$ cat config.mk
export PLATFORM = sky130hd
export DESIGN_NAME = axi_sram_slave_if
export DESIGN_NICKNAME = d
export VERILOG_FILES = /design/src/rtl/axi_sram_slave_if.sv
export SDC_FILE = /design/constraint.sdc
export NUM_CORES = 1
export LEC_CHECK = 0
export BUFFER_PORTS_ARGS = -buffer_cell sky130_fd_sc_hd__buf_2
export CELL_PAD_IN_SITES_DETAIL_PLACEMENT = 1
export CELL_PAD_IN_SITES_GLOBAL_PLACEMENT = 2
export CORE_UTILIZATION = 25
export DETAILED_ROUTE_END_ITERATION = 10
export GPL_TIMING_DRIVEN = 1
export PLACE_DENSITY = 0.9
export SLEW_MARGIN = 20
export SYNTH_ARGS = -nofsm -noshare
export SYNTH_HDL_FRONTEND = slang
export SYNTH_SLANG_ARGS = --single-unit
$ cat constraint.sdc
create_clock -name axi_clk -period 5.7 [get_ports axi_clk]
set_clock_uncertainty 0.05 [all_clocks]
set_input_delay 1.14 -clock axi_clk [delete_from_list [all_inputs] [get_ports axi_clk]]
set_output_delay 1.14 -clock axi_clk [all_outputs]
set_load 0.05 [all_outputs]
$ cat src/rtl/axi_sram_slave_if.sv
// AXI4 slave responder for a single-port synchronous SRAM macro.
// Handles one INCR burst at a time. Read beats stream one per cycle
// straight from the SRAM output, with a hold register used during back-pressure.
// Write beats go to the SRAM on the W handshake. Beats are counted to find
// the end of the burst, and WLAST is only checked against that count.
module axi_sram_slave_if #(
    parameter int ID_W   = 8,
    parameter int ADDR_W = 14,
    parameter int DATA_W = 32,
    parameter int LEN_W  = 4
) (
    input  logic                  axi_clk,
    input  logic                  axi_rstn,
    // read address channel
    input  logic [ID_W-1:0]       ARID,
    input  logic [31:0]           ARADDR,
    input  logic [LEN_W-1:0]      ARLEN,
    input  logic [2:0]            ARSIZE,
    input  logic [1:0]            ARBURST,
    input  logic                  ARVALID,
    output logic                  ARREADY,
    // read data channel
    output logic [ID_W-1:0]       RID,
    output logic [DATA_W-1:0]     RDATA,
    output logic [1:0]            RRESP,
    output logic                  RLAST,
    output logic                  RVALID,
    input  logic                  RREADY,
    // write address channel
    input  logic [ID_W-1:0]       AWID,
    input  logic [31:0]           AWADDR,
    input  logic [LEN_W-1:0]      AWLEN,
    input  logic [2:0]            AWSIZE,
    input  logic [1:0]            AWBURST,
    input  logic                  AWVALID,
    output logic                  AWREADY,
    // write data channel
    input  logic [DATA_W-1:0]     WDATA,
    input  logic [DATA_W/8-1:0]   WSTRB,
    input  logic                  WLAST,
    input  logic                  WVALID,
    output logic                  WREADY,
    // write response channel
    output logic [ID_W-1:0]       BID,
    output logic [1:0]            BRESP,
    output logic                  BVALID,
    input  logic                  BREADY,
    // SRAM macro
    output logic                  sram_ceb,
    output logic [DATA_W/8-1:0]   sram_web,
    output logic [ADDR_W-1:0]     sram_a,
    output logic [DATA_W-1:0]     sram_di,
    input  logic [DATA_W-1:0]     sram_do
);

    localparam int   STRB_W  = DATA_W / 8;
    localparam int   CNT_W   = LEN_W + 1;
    localparam logic LAST_RD = 1'b0;
    localparam logic LAST_WR = 1'b1;

    typedef enum logic [1:0] {
        S_IDLE  = 2'd0,
        S_RD    = 2'd1,
        S_WR    = 2'd2,
        S_WRESP = 2'd3
    } state_t;

    state_t              state_q,   state_d;
    logic                rr_last_q, rr_last_d;
    logic [ID_W-1:0]     id_q,      id_d;
    logic [LEN_W-1:0]    len_q,     len_d;
    logic [ADDR_W-1:0]   addr_q,    addr_d;     // next SRAM word to access
    logic [CNT_W-1:0]    cnt_q,     cnt_d;      // beat index within the burst
    logic                rvalid_q,  rvalid_d;
    logic                fresh_q,   fresh_d;    // SRAM output holds the current beat
    logic [DATA_W-1:0]   hold_q,    hold_d;
    logic                err_q,     err_d;
    logic                bvalid_q,  bvalid_d;

    logic                ar_rdy, aw_rdy, w_rdy;
    logic                ceb;
    logic [STRB_W-1:0]   web;
    logic [ADDR_W-1:0]   a;
    logic [DATA_W-1:0]   di;
    logic                beat_last;
    logic                grant_r, grant_w;
    logic [ADDR_W-1:0]   ar_word, aw_word;

    // Size/burst fields and the address bits outside the word index are not needed.
    logic unused_fields;
    assign unused_fields = ^{ARSIZE, ARBURST, AWSIZE, AWBURST,
                             ARADDR[31:ADDR_W+2], ARADDR[1:0],
                             AWADDR[31:ADDR_W+2], AWADDR[1:0]};

    assign ar_word   = ARADDR[ADDR_W+1:2];
    assign aw_word   = AWADDR[ADDR_W+1:2];
    assign beat_last = (cnt_q == {1'b0, len_q});

    // When both address channels request at once, serve the one not accepted last time.
    assign grant_w = AWVALID && (!ARVALID || (rr_last_q == LAST_RD));
    assign grant_r = ARVALID && (!AWVALID || (rr_last_q == LAST_WR));

    // Next-state logic, handshakes and the single SRAM access of this cycle.
    always_comb begin
        state_d   = state_q;
        rr_last_d = rr_last_q;
        id_d      = id_q;
        len_d     = len_q;
        addr_d    = addr_q;
        cnt_d     = cnt_q;
        rvalid_d  = rvalid_q;
        fresh_d   = 1'b0;
        hold_d    = fresh_q ? sram_do : hold_q;
        err_d     = err_q;
        bvalid_d  = bvalid_q;
        ar_rdy    = 1'b0;
        aw_rdy    = 1'b0;
        w_rdy     = 1'b0;
        ceb       = 1'b1;
        web       = '1;
        a         = '0;
        di        = '0;

        case (state_q)
            S_IDLE: begin
                if (grant_w) begin
                    aw_rdy    = 1'b1;
                    state_d   = S_WR;
                    rr_last_d = LAST_WR;
                    id_d      = AWID;
                    len_d     = AWLEN;
                    addr_d    = aw_word;
                    cnt_d     = '0;
                    err_d     = 1'b0;
                end else if (grant_r) begin
                    ar_rdy    = 1'b1;
                    state_d   = S_RD;
                    rr_last_d = LAST_RD;
                    id_d      = ARID;
                    len_d     = ARLEN;
                    cnt_d     = '0;
                    ceb       = 1'b0;
                    a         = ar_word;
                    addr_d    = ar_word + ADDR_W'(1);
                    rvalid_d  = 1'b1;
                    fresh_d   = 1'b1;
                end
            end
            S_RD: begin
                if (rvalid_q && RREADY) begin
                    if (beat_last) begin
                        rvalid_d = 1'b0;
                        state_d  = S_IDLE;
                    end else begin
                        // Fetch the following beat now so it is on RDATA next cycle.
                        ceb     = 1'b0;
                        a       = addr_q;
                        addr_d  = addr_q + ADDR_W'(1);
                        cnt_d   = cnt_q + CNT_W'(1);
                        fresh_d = 1'b1;
                    end
                end
            end
            S_WR: begin
                w_rdy = 1'b1;
                if (WVALID) begin
                    ceb    = 1'b0;
                    web    = ~WSTRB;
                    a      = addr_q;
                    di     = WDATA;
                    addr_d = addr_q + ADDR_W'(1);
                    cnt_d  = cnt_q + CNT_W'(1);
                    if (WLAST != beat_last) begin
                        err_d = 1'b1;
                    end
                    if (beat_last) begin
                        state_d  = S_WRESP;
                        bvalid_d = 1'b1;
                    end
                end
            end
            S_WRESP: begin
                if (BREADY) begin
                    bvalid_d = 1'b0;
                    state_d  = S_IDLE;
                end
            end
            default: begin
                state_d = S_IDLE;
            end
        endcase

        // Reset must silence the combinational handshakes and the SRAM at once.
        if (!axi_rstn) begin
            ar_rdy = 1'b0;
            aw_rdy = 1'b0;
            w_rdy  = 1'b0;
            ceb    = 1'b1;
            web    = '1;
            a      = '0;
            di     = '0;
        end
    end

    // State and burst registers; reset aborts any burst in progress.
    always_ff @(posedge axi_clk or negedge axi_rstn) begin
        if (!axi_rstn) begin
            state_q   <= S_IDLE;
            rr_last_q <= LAST_RD;
            id_q      <= '0;
            len_q     <= '0;
            addr_q    <= '0;
            cnt_q     <= '0;
            rvalid_q  <= 1'b0;
            fresh_q   <= 1'b0;
            hold_q    <= '0;
            err_q     <= 1'b0;
            bvalid_q  <= 1'b0;
        end else begin
            state_q   <= state_d;
            rr_last_q <= rr_last_d;
            id_q      <= id_d;
            len_q     <= len_d;
            addr_q    <= addr_d;
            cnt_q     <= cnt_d;
            rvalid_q  <= rvalid_d;
            fresh_q   <= fresh_d;
            hold_q    <= hold_d;
            err_q     <= err_d;
            bvalid_q  <= bvalid_d;
        end
    end

    assign ARREADY  = ar_rdy;
    assign AWREADY  = aw_rdy;
    assign WREADY   = w_rdy;
    assign RVALID   = rvalid_q;
    assign RID      = id_q;
    assign RDATA    = fresh_q ? sram_do : hold_q;
    assign RLAST    = rvalid_q && beat_last;
    assign RRESP    = 2'b00;
    assign BVALID   = bvalid_q;
    assign BID      = id_q;
    assign BRESP    = bvalid_q ? {err_q, 1'b0} : 2'b00;
    assign sram_ceb = ceb;
    assign sram_web = web;
    assign sram_a   = a;
    assign sram_di  = di;

endmodule

==> impl_metrics.json, run 1 <==
{
  "outcome": "finished clean",
  "async_reset_ff_share_pct": 100,
  "clkLatencyLatePin_ns": 0.34,
  "synth_cell_types": 59,
  "crit_family": "simple AND/OR/NAND/NOR gates",
  "crit_arrival_ns": 2.87,
  "hp-class": "register to register",
  "multiInputGateArea_um2": 2380,
  "crit_slowest_cell": "and3_1",
  "grt_setup_unrepaired": "false",
  "ctsHoldBuffers": 0,
  "initial_utilization_pct": 26.0,
  "synth-seq-area-share_pct": 40.1,
  "clock_sinks": 70,
  "viasPerCell": 4.73,
  "ios": 283,
  "cp.required_ns": 4.51,
  "fin_crit_ns": 4.06,
  "finalSetupTns_ns": 0,
  "synth-compound-area-share_pct": 17.4,
  "portBuffers": 233,
  "place.gp.congestion": 0.745,
  "hold_start": "hold_q[6]",
  "drive_gt1_share_pct": 44.1,
  "r2r_start": "state_q[1]",
  "clkTransAtPathRegs_ns": 0.06,
  "worst-path-buf-inv": 2,
  "clock_path_buffers": 2,
  "crit_start": "axi_rstn",
  "min_period_over_period_pct": 71.3,
  "regArea_um2": 1750,
  "cts_tree": "done",
  "dpl.hpwl_um": 11300,
  "yosysWarnings": 0,
  "final_util_pct": 35.6,
  "grt_max_degree": 50,
  "syn_inst": 456,
  "yosys.area_share.simple_pct": 18.6,
  "root_buffer": "clkbuf_16",
  "die_area_um2": 18000,
  "vias": 4229,
  "ant_nets": 0,
  "syn_avg_cell_area_um2": 9.58,
  "worstPathMaxFanout": 36,
  "muxShareOfSynthArea_pct": 12.3,
  "cp-end-kind": "output port",
  "grt_pass1_wl_um": 23300,
  "maxSlewViolCount": 0,
  "fmax_mhz": 246,
  "wl_per_cell_um": 16.5,
  "hold_viol_final": 0,
  "power.density_nw_per_um2": 657,
  "vdd_ir_drop_max_mv": 0.289,
  "htree_levels": 3,
  "relSlewSlack_pct": 35.2,
  "crit_type": "primary input to output port",
  "nets": 852,
  "critPathMaxStageDelay_ns": 0.87,
  "cp_cell_sequence": "buf_4 > and3_1 > and2_1 > buf_2",
  "num-fill-cells": 2038,
  "rrSetupSlack_ns": 2.69,
  "tightestPinTransition_ns": 0.971,
  "ys_ff_latch": 70,
  "synth_xor_xnor_area_share_pct": 3.01,
  "ys.flop_type": "dfrtp_1",
  "ctsResizeCount": 0,
  "synth_fa_ha_area_share_pct": 2.58,
  "dr.pass1.iters": 4,
  "drt_iter0_markers": 175,
  "power.leakage_nw": 2.94,
  "synth_area_um2": 4370,
  "finalSetupViolCount": 0,
  "diodes": 0,
  "dieHeight_um": 134,
  "die_x_um": 134,
  "cts_buffers": 9,
  "synth_top_family_by_area": "simple AND/OR/NAND/NOR gates",
  "area_delta_synth_final_pct": 36.9,
  "gr-total-overflow": 0,
  "grt_pass1_vias": 4286,
  "rows": 47,
  "cap_violations": 0,
  "routed_wl_um": 14700,
  "drc": 0,
  "worstSetupStartpointType": "primary input",
  "synth-edff-count": 0,
  "core_um2": 16800,
  "post_cts_buffers": 0,
  "gr-usage-all-layers_pct": 16.6,
  "antenna_found_initial": 0
}
[final timing paths]
kind / endpoint / cells after the start
setup reg to reg: addr_q[8] / 7
min in group asynchronous: fresh_q / 1
hold reg to reg: hold_q[6] / 1
max in group asynchronous: RVALID / 2
hold / removal: hold_q[6] / 1
setup / recovery: sram_di[1] / 4
[cells in the mapped netlist, types with 3 or more instances]
master / instances / area, um2
clkbuf_1: 18 / 67.6
xor2_1: 4 / 35.0
nor3_1: 7 / 35.0
nor2_1: 12 / 45.0
buf_2: 3 / 15.0
o21a_1: 4 / 30.0
nand4_1: 5 / 31.3
ha_1: 9 / 113
buf_4: 12 / 90.1
mux2i_1: 16 / 160
or4_1: 3 / 22.5
mux2_2: 32 / 360
and2_1: 35 / 219
xnor2_1: 11 / 96.3
nand2_1: 44 / 165
nor4_1: 4 / 25.0
dfrtp_1: 70 / 1750
nand2b_1: 4 / 25.0
and3_1: 7 / 43.8
nor2b_1: 3 / 18.8
a21oi_1: 18 / 90.1
buf_6: 3 / 33.8
o22a_1: 4 / 35.0
a31oi_1: 3 / 18.8
a211oi_1: 6 / 45.0
o21ai_0: 25 / 125
buf_1: 3 / 11.3
nand3_1: 25 / 125
a21o_1: 3 / 22.5
inv_1: 11 / 41.3
a22o_1: 16 / 140
[logic make-up after synthesis]
family | count (synthesis)
compound gates | 105
xor+xnor | 15
fa+ha+maj | 9
buf+inv | 50
flops | 70
mux | 49
other cells | 1
simple gates | 157
[metal layers]
layer	share of wire, %	wire length (um)	GRT usage (%)
met1	42	6130	19.8
met2	50	7420	29.2
met3	6.9	1010	4.08
met4	1.1	157	5.18
met5	0	0	0
[per-stage QoR]
step,hold slack [ns],instances,worst slack (ns),total power [mW],area [um2]
detailed placement,0.432,878,1.53,3.34,5660
CTS,0.447,894,1.53,3.98,5980
global placement,0.426,878,1.61,3.30,5660
finish,0.442,894,1.64,3.93,5980
global route,0.453,894,1.45,4.20,5980
floorplan,0.410,458,2.05,2.83,4380
[area by class of cell]
| class | instances | area share [%] |
|---|---|---|
| clock inverter | 6 | 1.57 |
| sequential | 70 | 29.3 |
| clock buffer | 10 | 3.83 |
| multi-input combinational | 338 | 39.7 |
| timing repair buffer | 239 | 20.3 |
| tap | 220 | 4.60 |
| inverter | 11 | 0.690 |
[state kept, by name, indices dropped and copies added (netlist names)]
name / cells
BID: 8
BVALID: 1
RVALID: 1
addr_q: 14
cnt_q: 5
err_q: 1
fresh_q: 1
hold_q: 32
len_q: 4
rr_last_q: 1
state_q: 2
[cell usage in the layout, fill, tap and decap left out, types with 3 or more instances in the layout]
cell	n
mux2i_1	16
a21oi_1	18
nand2b_1	4
dfrtp_1	70
nor2b_1	3
o21ai_0	25
nand3_1	25
a21o_1	3
inv_1	11
and3_1	7
nor4_1	4
nor2_1	12
a31oi_1	3
nand4_1	5
o22a_1	4
and2_1	35
xor2_1	4
a22o_1	16
a211oi_1	6
mux2_2	32
buf_4	7
conb_1	3
nand2_1	44
clkbuf_16	9
o21a_1	4
nor3_1	7
xnor2_1	11
ha_1	9
buf_2	232
or4_1	3
[power breakdown]
group / total, mW / internal [mW] / switching, mW
Clock: 0.616 / 0.387 / 0.229
Sequential: 0.939 / 0.747 / 0.192
Combinational: 2.37 / 0.704 / 1.67
No activity file was read; power rests on OpenSTA's default activity.
==> run 2: changes to the inputs <==
--- a/config.mk
+++ b/config.mk
@@ -8,10 +8,10 @@
 export BUFFER_PORTS_ARGS = -buffer_cell sky130_fd_sc_hd__buf_2
 export CELL_PAD_IN_SITES_DETAIL_PLACEMENT = 1
 export CELL_PAD_IN_SITES_GLOBAL_PLACEMENT = 2
-export CORE_UTILIZATION = 25
+export CORE_UTILIZATION = 23
 export DETAILED_ROUTE_END_ITERATION = 10
 export GPL_TIMING_DRIVEN = 1
-export PLACE_DENSITY = 0.9
+export PLACE_DENSITY = 0.84
 export SLEW_MARGIN = 20
 export SYNTH_ARGS = -nofsm -noshare
 export SYNTH_HDL_FRONTEND = slang
==> constraint.sdc (replaced) <==
create_clock -name axi_clk -period 3.9 [get_ports axi_clk]
set_clock_uncertainty 0.05 [all_clocks]
set_input_delay 0.78 -clock axi_clk [delete_from_list [all_inputs] [get_ports axi_clk]]
set_output_delay 0.78 -clock axi_clk [all_outputs]
set_load 0.05 [all_outputs]
==> run 2 against run 1 <==
  * Final area is 1.2% higher
  * Via count is 0.61% higher
  * Sequential share of layout area is 0.33 points lower
  * Highest routed layer unchanged
  * Non-clock buffer count is 5 higher
  * Critical endpoint is now sram_a[13]
  * Wire length is 4.4% lower
==> impl_metrics.json, run 2 (same netlist as run 1, synthesis figures left out) <==
{
  "outcome": "finished clean",
  "clock_sinks": 70,
  "num-fill-cells": 2258,
  "grt_pass1_wl_um": 22600,
  "report.power.total_mw": 5.77,
  "die_area_um2": 19600,
  "min_period_over_period_pct": 82.7,
  "place.gp.congestion": 0.759,
  "power.leakage_nw": 2.97,
  "grt_setup_unrepaired": "false",
  "htree_levels": 3,
  "regArea_um2": 1750,
  "whs_path_depth": 1,
  "relSlewSlack_pct": 40.3,
  "drc": 0,
  "ant_nets": 0,
  "drive_gt1_share_pct": 44.5,
  "fmax_mhz": 310,
  "ios": 283,
  "nets": 857,
  "worstSetupStartpointType": "register",
  "crit_type": "register to output port",
  "dieHeight_um": 140,
  "worstPathMaxFanout": 14,
  "clkLatencyLatePin_ns": 0.34,
  "wl_per_cell_um": 15.4,
  "area_delta_synth_final_pct": 38.5,
  "top_register": "hold_q",
  "cap_violations": 0,
  "gr-usage-all-layers_pct": 14.8,
  "dr.pass1.iters": 4,
  "initial_utilization_pct": 23.4,
  "clkTransAtPathRegs_ns": 0.06,
  "cp.required_ns": 3.07,
  "ctsResizeCount": 0,
  "ctsHoldBuffers": 0,
  "post_cts_buffers": 0,
  "root_buffer": "clkbuf_16",
  "final_cell_mix": "buf_2 (232), dfrtp_1 (70), nand2_1 (44), and2_1 (35), mux2_2 (32)",
  "cp-end-kind": "output port",
  "viasPerCell": 4.66,
  "finalSetupTns_ns": 0,
  "gr-total-overflow": 0,
  "drt_iter0_markers": 164,
  "power.density_nw_per_um2": 954,
  "hp-class": "register to register",
  "vdd_ir_drop_max_mv": 0.381,
  "antenna_found_initial": 1,
  "fin_crit_ns": 3.23,
  "cts_buffers": 9,
  "clock_path_buffers": 2,
  "crit_arrival_ns": 2.40,
  "portBuffers": 233,
  "hold_viol_final": 0,
  "cts_tree": "done",
  "layout_commonest_cell": "buf_2",
  "r2r_cells": 7,
  "dpl.hpwl_um": 10700,
  "grt_max_degree": 41,
  "rows": 50,
  "multiInputGateArea_um2": 2380,
  "maxSlewViolCount": 0,
  "finalSetupViolCount": 0,
  "tightestPinTransition_ns": 0.896,
  "largest_reg_flops": 32,
  "vias": 4255,
  "grt_pass1_vias": 4275,
  "die_x_um": 140,
  "routed_wl_um": 14100,
  "core_um2": 18600
}
-- run 2: area by class of cell --
class / count / share of cell area [%]
Antenna cell: 1 / 0.0414
Clock buffer: 12 / 4.24
Clock inverter: 4 / 1.28
Inverter: 11 / 0.682
Multi-Input combinational cell: 338 / 39.3
Sequential cell: 70 / 28.9
Tap cell: 234 / 4.84
Timing Repair Buffer: 244 / 20.7
-- run 2: path summary, 6_finish.rpt --
kind | start | to | slack (ns)
setup / recovery | state_q[1] | sram_a[13] | 0.67
hold / removal | hold_q[22] | hold_q[22] | 0.44
setup reg to reg | state_q[0] | addr_q[8] | 1.21
hold reg to reg | hold_q[22] | hold_q[22] | 0.44
max in group asynchronous | axi_rstn | BID[5] | 2.48
min in group asynchronous | axi_rstn | addr_q[13] | 0.45
-- run 2: where the power goes --
part	switching [mW]	internal [mW]	total (mW)
clock network	0.321	0.598	0.920
registers	0.255	1.09	1.35
logic	2.45	1.05	3.50
-- run 2: metrics by stage --
stage | worst slack, ns | utilization (%) | hold WS (ns) | cell area (um2) | cells
finish | 0.674 | 32.5 | 0.439 | 6050 | 914
global route | 0.487 | 32.4 | 0.455 | 6050 | 913
CTS | 0.623 | 32.4 | 0.445 | 6050 | 913
detailed placement | 1.01 | 30.7 | 0.431 | 5710 | 897
global placement | 1.03 | 30.7 | 0.425 | 5710 | 897
floorplan | 0.968 | - | 0.410 | 4380 | 458
-- run 2: metal layers --
metal  GRT usage (%)  routed length, um  vias up
li1                -                  -     2060
met3            3.79                702       15
met4            4.45                178        0
met2            25.5               7060      127
met5               0                  0        -
met1            18.0               6120     2053
-- run 2: worst max-delay path, stage by stage, from the launching register on --
cell and delay [ns]:
dfrtp_1 0.41, inv_1 0.14, ha_1 0.41, nand2_1 0.18
nor3_1 0.20, buf_4 0.25, a22o_1 0.18, buf_2 0.27
